`src/rtl/multicycle_controller.sv`:
```
// Sequencing FSM for the multicycle RV32I core: steps each instruction through
// fetch, decode, execute, memory and writeback, and decodes the datapath
// controls (ALU op class, operand selects, write enables, memory handshake)
// from the current state.
module multicycle_controller #(
    parameter bit ENABLE_FENCE = 1'b1
) (
    input  logic       clk,
    input  logic       rst_n,
    input  logic [6:0] opcode,
    input  logic [2:0] funct3,
    input  logic       zero,
    input  logic       mem_ready,
    output logic [2:0] alu_op,
    output logic [2:0] alu_src_a,
    output logic [1:0] alu_src_b,
    output logic [1:0] result_src,
    output logic       addr_src,
    output logic       mem_req,
    output logic       mem_we,
    output logic       ir_write,
    output logic       pc_write,
    output logic       reg_write,
    output logic       instr_done,
    output logic       illegal
);

    typedef enum logic [3:0] {
        S_FETCH, S_DECODE, S_EXEC_R, S_EXEC_I, S_EXEC_LUI, S_MEM_ADDR,
        S_MEM_RD, S_MEM_WR, S_MEM_WB, S_ALU_WB, S_BRANCH, S_JALR_ADD,
        S_JALR_MASK, S_JUMP, S_TRAP
    } state_t;

    localparam logic [6:0] OP_R      = 7'b0110011;
    localparam logic [6:0] OP_IMM    = 7'b0010011;
    localparam logic [6:0] OP_LOAD   = 7'b0000011;
    localparam logic [6:0] OP_STORE  = 7'b0100011;
    localparam logic [6:0] OP_BRANCH = 7'b1100011;
    localparam logic [6:0] OP_JAL    = 7'b1101111;
    localparam logic [6:0] OP_JALR   = 7'b1100111;
    localparam logic [6:0] OP_LUI    = 7'b0110111;
    localparam logic [6:0] OP_AUIPC  = 7'b0010111;
    localparam logic [6:0] OP_FENCE  = 7'b0001111;

    localparam logic [2:0] ALU_ADD   = 3'b000;
    localparam logic [2:0] ALU_FUNCT = 3'b010;
    localparam logic [2:0] ALU_BRCMP = 3'b011;
    localparam logic [2:0] ALU_AND   = 3'b100;

    localparam logic [2:0] A_PC     = 3'b000;
    localparam logic [2:0] A_OLDPC  = 3'b001;
    localparam logic [2:0] A_RS1    = 3'b010;
    localparam logic [2:0] A_ALUOUT = 3'b011;
    localparam logic [2:0] A_ZERO   = 3'b100;

    localparam logic [1:0] B_RS2   = 2'b00;
    localparam logic [1:0] B_IMM   = 2'b01;
    localparam logic [1:0] B_FOUR  = 2'b10;
    localparam logic [1:0] B_MASK  = 2'b11;

    localparam logic [1:0] RES_ALUOUT = 2'b00;
    localparam logic [1:0] RES_DATA   = 2'b01;
    localparam logic [1:0] RES_ALU    = 2'b10;

    state_t     r_state;
    state_t     w_next_state;
    logic [2:0] w_alu_op;
    logic [2:0] w_src_a;
    logic [1:0] w_src_b;
    logic [1:0] w_result_src;
    logic       w_addr_src;
    logic       w_mem_req;
    logic       w_mem_we;
    logic       w_ir_write;
    logic       w_pc_write;
    logic       w_reg_write;
    logic       w_instr_done;
    logic       w_illegal;

    // State register; reset returns the sequencer to FETCH.
    // NOTE: sequential state uses non-blocking assignments so every flop
    // samples the pre-edge values regardless of block evaluation order.
    always_ff @(posedge clk or negedge rst_n) begin
        if (!rst_n) r_state <= S_FETCH;
        else        r_state <= w_next_state;
    end

    // Next-state and Moore output decode, with per-state deviations from defaults.
    // NOTE: every signal gets a default before the case so no path leaves a
    // value unassigned, which would otherwise infer a latch.
    always_comb begin
        w_next_state = r_state;
        w_alu_op     = ALU_ADD;
        w_src_a      = A_PC;
        w_src_b      = B_RS2;
        w_result_src = RES_ALUOUT;
        w_addr_src   = 1'b0;
        w_mem_req    = 1'b0;
        w_mem_we     = 1'b0;
        w_ir_write   = 1'b0;
        w_pc_write   = 1'b0;
        w_reg_write  = 1'b0;
        w_instr_done = 1'b0;
        w_illegal    = 1'b0;
        unique case (r_state)
            S_FETCH: begin
                w_mem_req = 1'b1;
                if (mem_ready) begin
                    w_ir_write   = 1'b1;
                    w_src_b      = B_FOUR;
                    w_result_src = RES_ALU;
                    w_pc_write   = 1'b1;
                    w_next_state = S_DECODE;
                end
            end
            S_DECODE: begin
                // Precompute OldPC + imm: branch/JAL/AUIPC target lands in ALUOut.
                w_src_a = A_OLDPC;
                w_src_b = B_IMM;
                case (opcode)
                    OP_R:               w_next_state = S_EXEC_R;
                    OP_IMM:             w_next_state = S_EXEC_I;
                    OP_LOAD, OP_STORE:  w_next_state = S_MEM_ADDR;
                    OP_BRANCH:          w_next_state = S_BRANCH;
                    OP_JAL:             w_next_state = S_JUMP;
                    OP_JALR:            w_next_state = S_JALR_ADD;
                    OP_LUI:             w_next_state = S_EXEC_LUI;
                    OP_AUIPC:           w_next_state = S_ALU_WB;
                    OP_FENCE: begin
                        if (ENABLE_FENCE) begin
                            w_instr_done = 1'b1;
                            w_next_state = S_FETCH;
                        end else begin
                            w_next_state = S_TRAP;
                        end
                    end
                    default:            w_next_state = S_TRAP;
                endcase
            end
            S_EXEC_R: begin
                w_src_a = A_RS1;
                w_src_b = B_RS2;
                w_alu_op = ALU_FUNCT;
                w_next_state = S_ALU_WB;
            end
            S_EXEC_I: begin
                w_src_a = A_RS1;
                w_src_b = B_IMM;
                w_alu_op = ALU_FUNCT;
                w_next_state = S_ALU_WB;
            end
            S_EXEC_LUI: begin
                w_src_a = A_ZERO;
                w_src_b = B_IMM;
                w_next_state = S_ALU_WB;
            end
            S_MEM_ADDR: begin
                w_src_a = A_RS1;
                w_src_b = B_IMM;
                w_next_state = (opcode == OP_LOAD) ? S_MEM_RD : S_MEM_WR;
            end
            S_MEM_RD: begin
                w_mem_req  = 1'b1;
                w_addr_src = 1'b1;
                if (mem_ready) w_next_state = S_MEM_WB;
            end
            S_MEM_WR: begin
                w_mem_req  = 1'b1;
                w_mem_we   = 1'b1;
                w_addr_src = 1'b1;
                if (mem_ready) begin
                    w_instr_done = 1'b1;
                    w_next_state = S_FETCH;
                end
            end
            S_MEM_WB: begin
                w_result_src = RES_DATA;
                w_reg_write  = 1'b1;
                w_instr_done = 1'b1;
                w_next_state = S_FETCH;
            end
            S_ALU_WB: begin
                w_reg_write  = 1'b1;
                w_instr_done = 1'b1;
                w_next_state = S_FETCH;
            end
            S_BRANCH: begin
                w_src_a  = A_RS1;
                w_src_b  = B_RS2;
                w_alu_op = ALU_BRCMP;
                // funct3 010/011 are not branch encodings.
                if (funct3[2:1] == 2'b01) begin
                    w_next_state = S_TRAP;
                end else begin
                    w_pc_write   = zero ^ (funct3[0] ^ funct3[2]);
                    w_instr_done = 1'b1;
                    w_next_state = S_FETCH;
                end
            end
            S_JALR_ADD: begin
                w_src_a = A_RS1;
                w_src_b = B_IMM;
                w_next_state = S_JALR_MASK;
            end
            S_JALR_MASK: begin
                // Clear bit 0 of the jump target.
                w_src_a  = A_ALUOUT;
                w_src_b  = B_MASK;
                w_alu_op = ALU_AND;
                w_next_state = S_JUMP;
            end
            S_JUMP: begin
                // Target leaves ALUOut into PC while OldPC + 4 forms the link.
                w_pc_write = 1'b1;
                w_src_a    = A_OLDPC;
                w_src_b    = B_FOUR;
                w_next_state = S_ALU_WB;
            end
            S_TRAP: begin
                w_illegal = 1'b1;
            end
            default: w_next_state = S_TRAP;
        endcase
    end

    // NOTE: outputs are gated by rst_n so an asserted reset drops every
    // control (including an outstanding mem_req) without waiting for a clock.
    assign alu_op     = rst_n ? w_alu_op     : 3'b000;
    assign alu_src_a  = rst_n ? w_src_a      : 3'b000;
    assign alu_src_b  = rst_n ? w_src_b      : 2'b00;
    assign result_src = rst_n ? w_result_src : 2'b00;
    assign addr_src   = rst_n & w_addr_src;
    assign mem_req    = rst_n & w_mem_req;
    assign mem_we     = rst_n & w_mem_we;
    assign ir_write   = rst_n & w_ir_write;
    assign pc_write   = rst_n & w_pc_write;
    assign reg_write  = rst_n & w_reg_write;
    assign instr_done = rst_n & w_instr_done;
    assign illegal    = rst_n & w_illegal;

endmodule

```
`config.mk`:
```
export PLATFORM = sky130hd
export DESIGN_NAME = multicycle_controller
export DESIGN_NICKNAME = d
export VERILOG_FILES = /design/src/rtl/multicycle_controller.sv
export SDC_FILE = /design/constraint.sdc
export NUM_CORES = 1
export LEC_CHECK = 0
export CAP_MARGIN = 30
export CORE_AREA = 5 5 52 77
export CTS_BUF_LIST = sky130_fd_sc_hd__clkbuf_8
export CTS_CLUSTER_DIAMETER = 60
export DETAILED_ROUTE_END_ITERATION = 12
export DIE_AREA = 0 0 57 82
export GPL_TIMING_DRIVEN = 0
export PLACE_DENSITY = 0.5
export SYNTH_ARGS = -nofsm -noshare
export SYNTH_HDL_FRONTEND = slang
export SYNTH_SLANG_ARGS = --single-unit
```
`constraint.sdc`:
```
create_clock -name clk -period 1.5 [get_ports clk]
set_input_delay 0.15 -clock clk [delete_from_list [all_inputs] [get_ports clk]]
set_output_delay 0.15 -clock clk [all_outputs]
set_load 0.005 [all_outputs]
```
==> impl_metrics.json <==
{
  "status": "finished, violations left",
  "failed_checks": "negative setup slack",
  "syn_inst": 119,
  "h-tree-depth": 1,
  "drtPass1Iterations": 4,
  "rsz0062_at_grt": "yes",
  "gp_congestion": 0.8033,
  "io_pins": 32,
  "async_reset_ff_share_pct": 100.0,
  "fp-row-count": 26,
  "slew_headroom_pct": 60.85,
  "critical_path_class": "reg2reg",
  "drv_cap": 0,
  "cts_buffer_depth": 2,
  "yosysTopAreaCellShare_pct": 12.74,
  "grt_max_degree": 11,
  "top_regs": "r_state x4",
  "final_hold_viol_count": 0,
  "placed_cell_area_um2": 1147,
  "min_period_ns": 1.858,
  "dr.first_iter.drc_count": 34,
  "cts_tree": "done",
  "setup_viol": 20,
  "power_density_nw_per_um2": 1961,
  "leakage_nw": 0.7111,
  "finClkSkew_ns": 0.003026,
  "cts_root_buffer": "clkbuf_8",
  "ant_nets": 0,
  "worstPathMaxFanout": 2,
  "pre_cts_slack_ns": -0.8363,
  "cts_buffers": 3,
  "yosysTopAreaCell": "dfrtp_1",
  "nets": 195,
  "drc_errors": 0,
  "cp-start-kind": "flip-flop",
  "min_path_type": "in2async",
  "vias": 1228,
  "hpwl_mm": 2.213,
  "grt_pass1_vias": 1279,
  "drive_above_1_share_pct": 57.54,
  "synth_area_leaders": "dfrtp_1 (13%), nand2_1 (5.7%), a21oi_1 (5.1%)",
  "synth_fp_nets": 133,
  "synthFlopType": "dfrtp_1",
  "worst_slack_ns": -0.3581,
  "fmax_ghz": 0.5382,
  "routed_wirelength_mm": 3.771,
  "worst_slew_pin_slew_ns": 0.5873,
  "slowest_stage": "or4b_4",
  "rrSetupSlack_ns": -0.36,
  "die_h_um": 82,
  "end_kind": "flip-flop",
  "timing.hold.ws_ns": 0.4445,
  "ys_seq_area_share_pct": 12.74,
  "yosysUniqueCellTypes": 40,
  "netlist_area_um2": 785.8,
  "antenna_found_initial": 0,
  "worstPathArrival_ns": 1.95,
  "diodes": 0,
  "ir_drop_uv": 836.2,
  "drv_slew": 0,
  "coreArea_um2": 3318,
  "clk_pin_slew_ns": 0.03,
  "fin_crit_sh_pct": 123.9,
  "start_util_pct": 23.68,
  "yosys_warnings": 0,
  "largest_reg_flops": 4,
  "grt_usage_pct": 15.83,
  "slowest_delay_ns": 0.56,
  "cts_num_sinks": 4,
  "critical_path_required_ns": 1.59,
  "crit_chain": "buf_6, or4b_4, a221oi_4, a211oi_2, o32ai_2",
  "vias_per_cell": 5.557,
  "ys_seq_elements": 4,
  "io_buffers": 30,
  "dieArea_um2": 4674,
  "die_w_um": 57,
  "largest-register": "r_state",
  "syn_to_final_growth_pct": 121.5,
  "grt_pass1_wl_mm": 5.934,
  "fin_area_um2": 1740,
  "grt_overflow_total": 0,
  "syn-mean-instance-area_um2": 6.603,
  "synth_edf_count": 0,
  "clock_insertion_delay_worst_skew_ns": 0.22,
  "wl_per_cell_um": 17.06
}
-- critical path, delay by kind of cell, from the launching register on --
| family | cells | cell delay (ns) |
|---|---|---|
| flip-flops | 1 | 0.39 |
| AO/OA/AOI/OAI | 3 | 0.66 |
| buffers and inverters | 1 | 0.11 |
| AND/OR/NAND/NOR | 1 | 0.56 |
-- cell usage after synthesis (4+ instances only) --
cell type	count
o31ai_1	4
nand3_1	5
nor2b_1	4
inv_1	6
a31oi_1	4
nor2_1	10
nor4_1	5
nor3_1	6
buf_2	5
dfrtp_1	4
a21oi_1	8
nand2_1	12
-- worst paths after layout --
kind,cells after the start,start,to
max,5,r_state[3],r_state[0]
min,2,rst_n,r_state[1]
max reg2reg,5,r_state[3],r_state[0]
min reg2reg,3,r_state[0],r_state[2]
max in group asynchronous,2,rst_n,r_state[3]
min in group clk,2,mem_ready,r_state[0]
-- stage by stage --
step	total power, mW	cells	setup TNS, ns	utilization (%)
3_5_place_dp	1.648	191	-10.95	34.58
6_report	3.413	221	-2.609	52.45
2_1_floorplan	1.132	119	0	-
4_1_cts	2.975	216	-1.988	48.34
3_3_place_gp	1.646	191	-10.76	34.58
5_1_grt	3.602	221	-3.587	52.45
-- layout make-up --
class	count	area, µm²
Inverter	6	32.53
Timing Repair Buffer	57	488.0
Buffer	10	126.4
Tap cell	42	52.55
Multi-Input combinational cell	99	898.4
Sequential cell	4	101.3
Fill cell	332	1578
Clock buffer	3	41.29
-- placed cells by master, fill, tap and decap left out, types with 4 or more instances in the layout --
cell	n
buf_2	15
inv_1	4
clkdlybuf4s50_1	10
buf_4	16
buf_6	9
buf_12	4
buf_8	4
clkbuf_8	5
nand2_1	7
nor2_1	8
a21oi_1	4
-- logic make-up after synthesis --
group / synth area share, %
compound gates: 35.03
flops: 12.74
xor+xnor: 3.345
buf+inv: 8.439
simple gates: 40.45
-- where the power goes --
group	internal [mW]	total [mW]	switching [mW]	leakage, nW
Clock	0.171	0.225	0.0537	0.0216
Combinational	1.53	2.97	1.44	0.642
Sequential	0.169	0.214	0.0450	0.0475
-- layer usage --
layer,vias to the layer above,global-route usage [%],wire [µm]
li1,568,-,-
met1,593,16.07,1355
met2,51,30.55,2053
met3,16,2.830,174
met4,0,7.657,187
met5,-,0,0
-- repair_timing --
item,CTS,global route
pin swaps,18,10
gates resized for setup,138,29
hold buffers,1,0
buffers inserted,21,5
setup endpoints to repair,22,20
endpoints found under the hold margin,4,0
Power figures use the tool's default switching activity.
==> variant, RTL diff (same settings) <==
Make the reset (`rst_n`) synchronous in one clocked block.
--- a/src/rtl/multicycle_controller.sv
+++ b/src/rtl/multicycle_controller.sv
@@ -82,3 +82,3 @@
     // samples the pre-edge values regardless of block evaluation order.
-    always_ff @(posedge clk or negedge rst_n) begin
+    always_ff @(posedge clk) begin
         if (!rst_n) r_state <= S_FETCH;
Function: no difference found for any inputs over 10 cycles, from zero or initial values and one cycle with rst_n low; that may be too few to reach the edited logic, so the function may still have changed.
==> variant against the original RTL <==
  * The run still ends with negative setup slack left
  * Power shrank 26%
  * Synthesized cell count is 8.4% higher
  * Worst setup slack improved by 0.27 ns
  * Wire length is 8.0% lower
  * Final area decreased by 10%
  * Final cell count up 3.6%
  * Sequential cell count unchanged
  * Area after synthesis down 3.5%
==> variant: results (changes against the original RTL) <==
| Metric | Value |
|---|---|
| Status | `finished, violations left` |
| Failing checks | `negative setup slack` |
| DP Cell Count | `202 (+5.8%)` |
| CP Max Fanout | `3 (+1)` |
| Seq/Total Area, Yosys | `10.56% (-2.2 points)` |
| Total power per unit cell area | `1627 nW/um2 (-17%)` |
| Ranking of synthesized cells by instance count | `nand2_1, nor2_1, nor3_1` |
| Final WL | `3471 um (-8.0%)` |
| Cell Area, Placed | `1121 um2 (-2.3%)` |
| Max incr delay on CP | `0.49 ns (-0.07 ns)` |
| Syn avg cell area | `5.878 um2 (-11%)` |
| Detailed Place HPWL | `2211 um (about the same)` |
| Via/cell ratio | `5.262 (-5.3%)` |
| Layout cells sized above 1 | `47.06% (-10 points)` |
| Fill cell count | `345 (+3.9%)` |
| Maximum vdd drop | `0.8214 mV (-1.8%)` |
| Tmin final | `1.587 ns (-0.2711 ns)` |
| GRT Overall Usage | `14.62% (-1.2 points)` |
| GPL Wtd Cong | `0.9022 (+12%)` |
| DR vias | `1205 (-1.9%)` |
| Yosys warning count | `0 (unchanged)` |
| Reg2reg setup slack | `-0.09 ns (+0.27 ns)` |
| Pint | `1.405 mW (-25%)` |
| Largest regs | `r_state: 4 flops` |
| Slew margin rel. | `79.47% (+19 points)` |
| Sequential power share | `10.2% (+3.9 points)` |
| Initial drt markers | `50 (+47%)` |
| Final-report setup violation count | `7 (-65%)` |
| WHS | `0.4766 ns (+0.03215 ns)` |
| Setup tns final | `-0.2343 ns (+2.374 ns)` |
| Dpl ws | `-0.7770 ns (+0.05929 ns)` |
| Final Skew | `0.002195 ns (-0.0008313 ns)` |
| Setup ws final | `-0.08699 ns (+0.2711 ns)` |
| First-pass GRT wire length | `5471 um (-7.8%)` |
| PortBufs | `31 (+3.3%)` |
| Main area contributors after synthesis | `dfxtp_1, nand2_1, nor2_1, nor3_1, o21ai_0` |
| Cell family with most CP delay | `simple AND/OR/NAND/NOR gates` |
| Vias in the first global route | `1274 (-0.39%)` |
| Hold WC Path Type | `input pin to flip-flop` |
| Arrival time worst endpoint | `1.69 ns (-0.26 ns)` |
| Post-Syn Nets | `143 (+7.5%)` |
| Leakage | `0.7079 nW (-0.46%)` |
| Asr flop ratio synth | `0% (-100 points)` |
[variant: cell types whose count changed after synthesis, sizes merged, moves of 3 or more]
cell	delta
nor4	-5
nand4	+3
nor2	+5
nor3	+4
nand2	+6
o21ai	+8
o31ai	-3
dfrtp	-4
inv	-4
nor3b	+5
dfxtp	+4
[variant: cell families after synthesis]
family / Yosys count / share of synthesized area, %
AND/OR/NAND/NOR: 77 / 52.48
AO/OA/AOI/OAI: 35 / 29.21
buffers and inverters: 12 / 6.600
flip-flops: 4 / 10.56
XOR/XNOR: 1 / 1.155
[variant: layer usage]
layer	vias to the layer above	wire length [um]	track usage (%)
li1	594	-	-
met1	555	1264	13.43
met2	42	1943	29.41
met3	14	136	2.044
met4	0	127	9.049
met5	-	0	0
[variant: timing repair]
action,4_1_cts,5_1_grt
hold buffers,0,0
endpoints found under the setup margin,22,21
buffers inserted,18,6
resized for setup,121,39
cloned,1,0
pin swaps,21,14
[variant: final timing paths]
kind	start	end	cells past startpoint
min reg2reg	r_state[1]$_SDFFE_PN0P_	r_state[3]$_SDFFE_PN0P_	3
max	r_state[3]$_SDFFE_PN0P_	r_state[0]$_SDFFE_PN0P_	5
max reg2reg	r_state[3]$_SDFFE_PN0P_	r_state[0]$_SDFFE_PN0P_	5
min	opcode[0]	r_state[3]$_SDFFE_PN0P_	4
[variant: area by class of cell]
type                    count  area (um2)  share of cell area (%)
well taps                  42       52.55                   3.371
repair buffers             56       447.9                   28.73
multi-input cells         113       789.5                   50.64
clock buffers               3       41.29                   2.648
inverters                   2       12.51                  0.8026
flip-flops and latches      4       90.09                   5.778
plain buffers               9       125.1                   8.026
[variant: worst reg2reg max path: cells and delay by family, from the launching register on]
family | cells | cell delay (ns)
flip-flops | 1 | 0.32
AND/OR/NAND/NOR | 3 | 0.74
AO/OA/AOI/OAI | 2 | 0.41
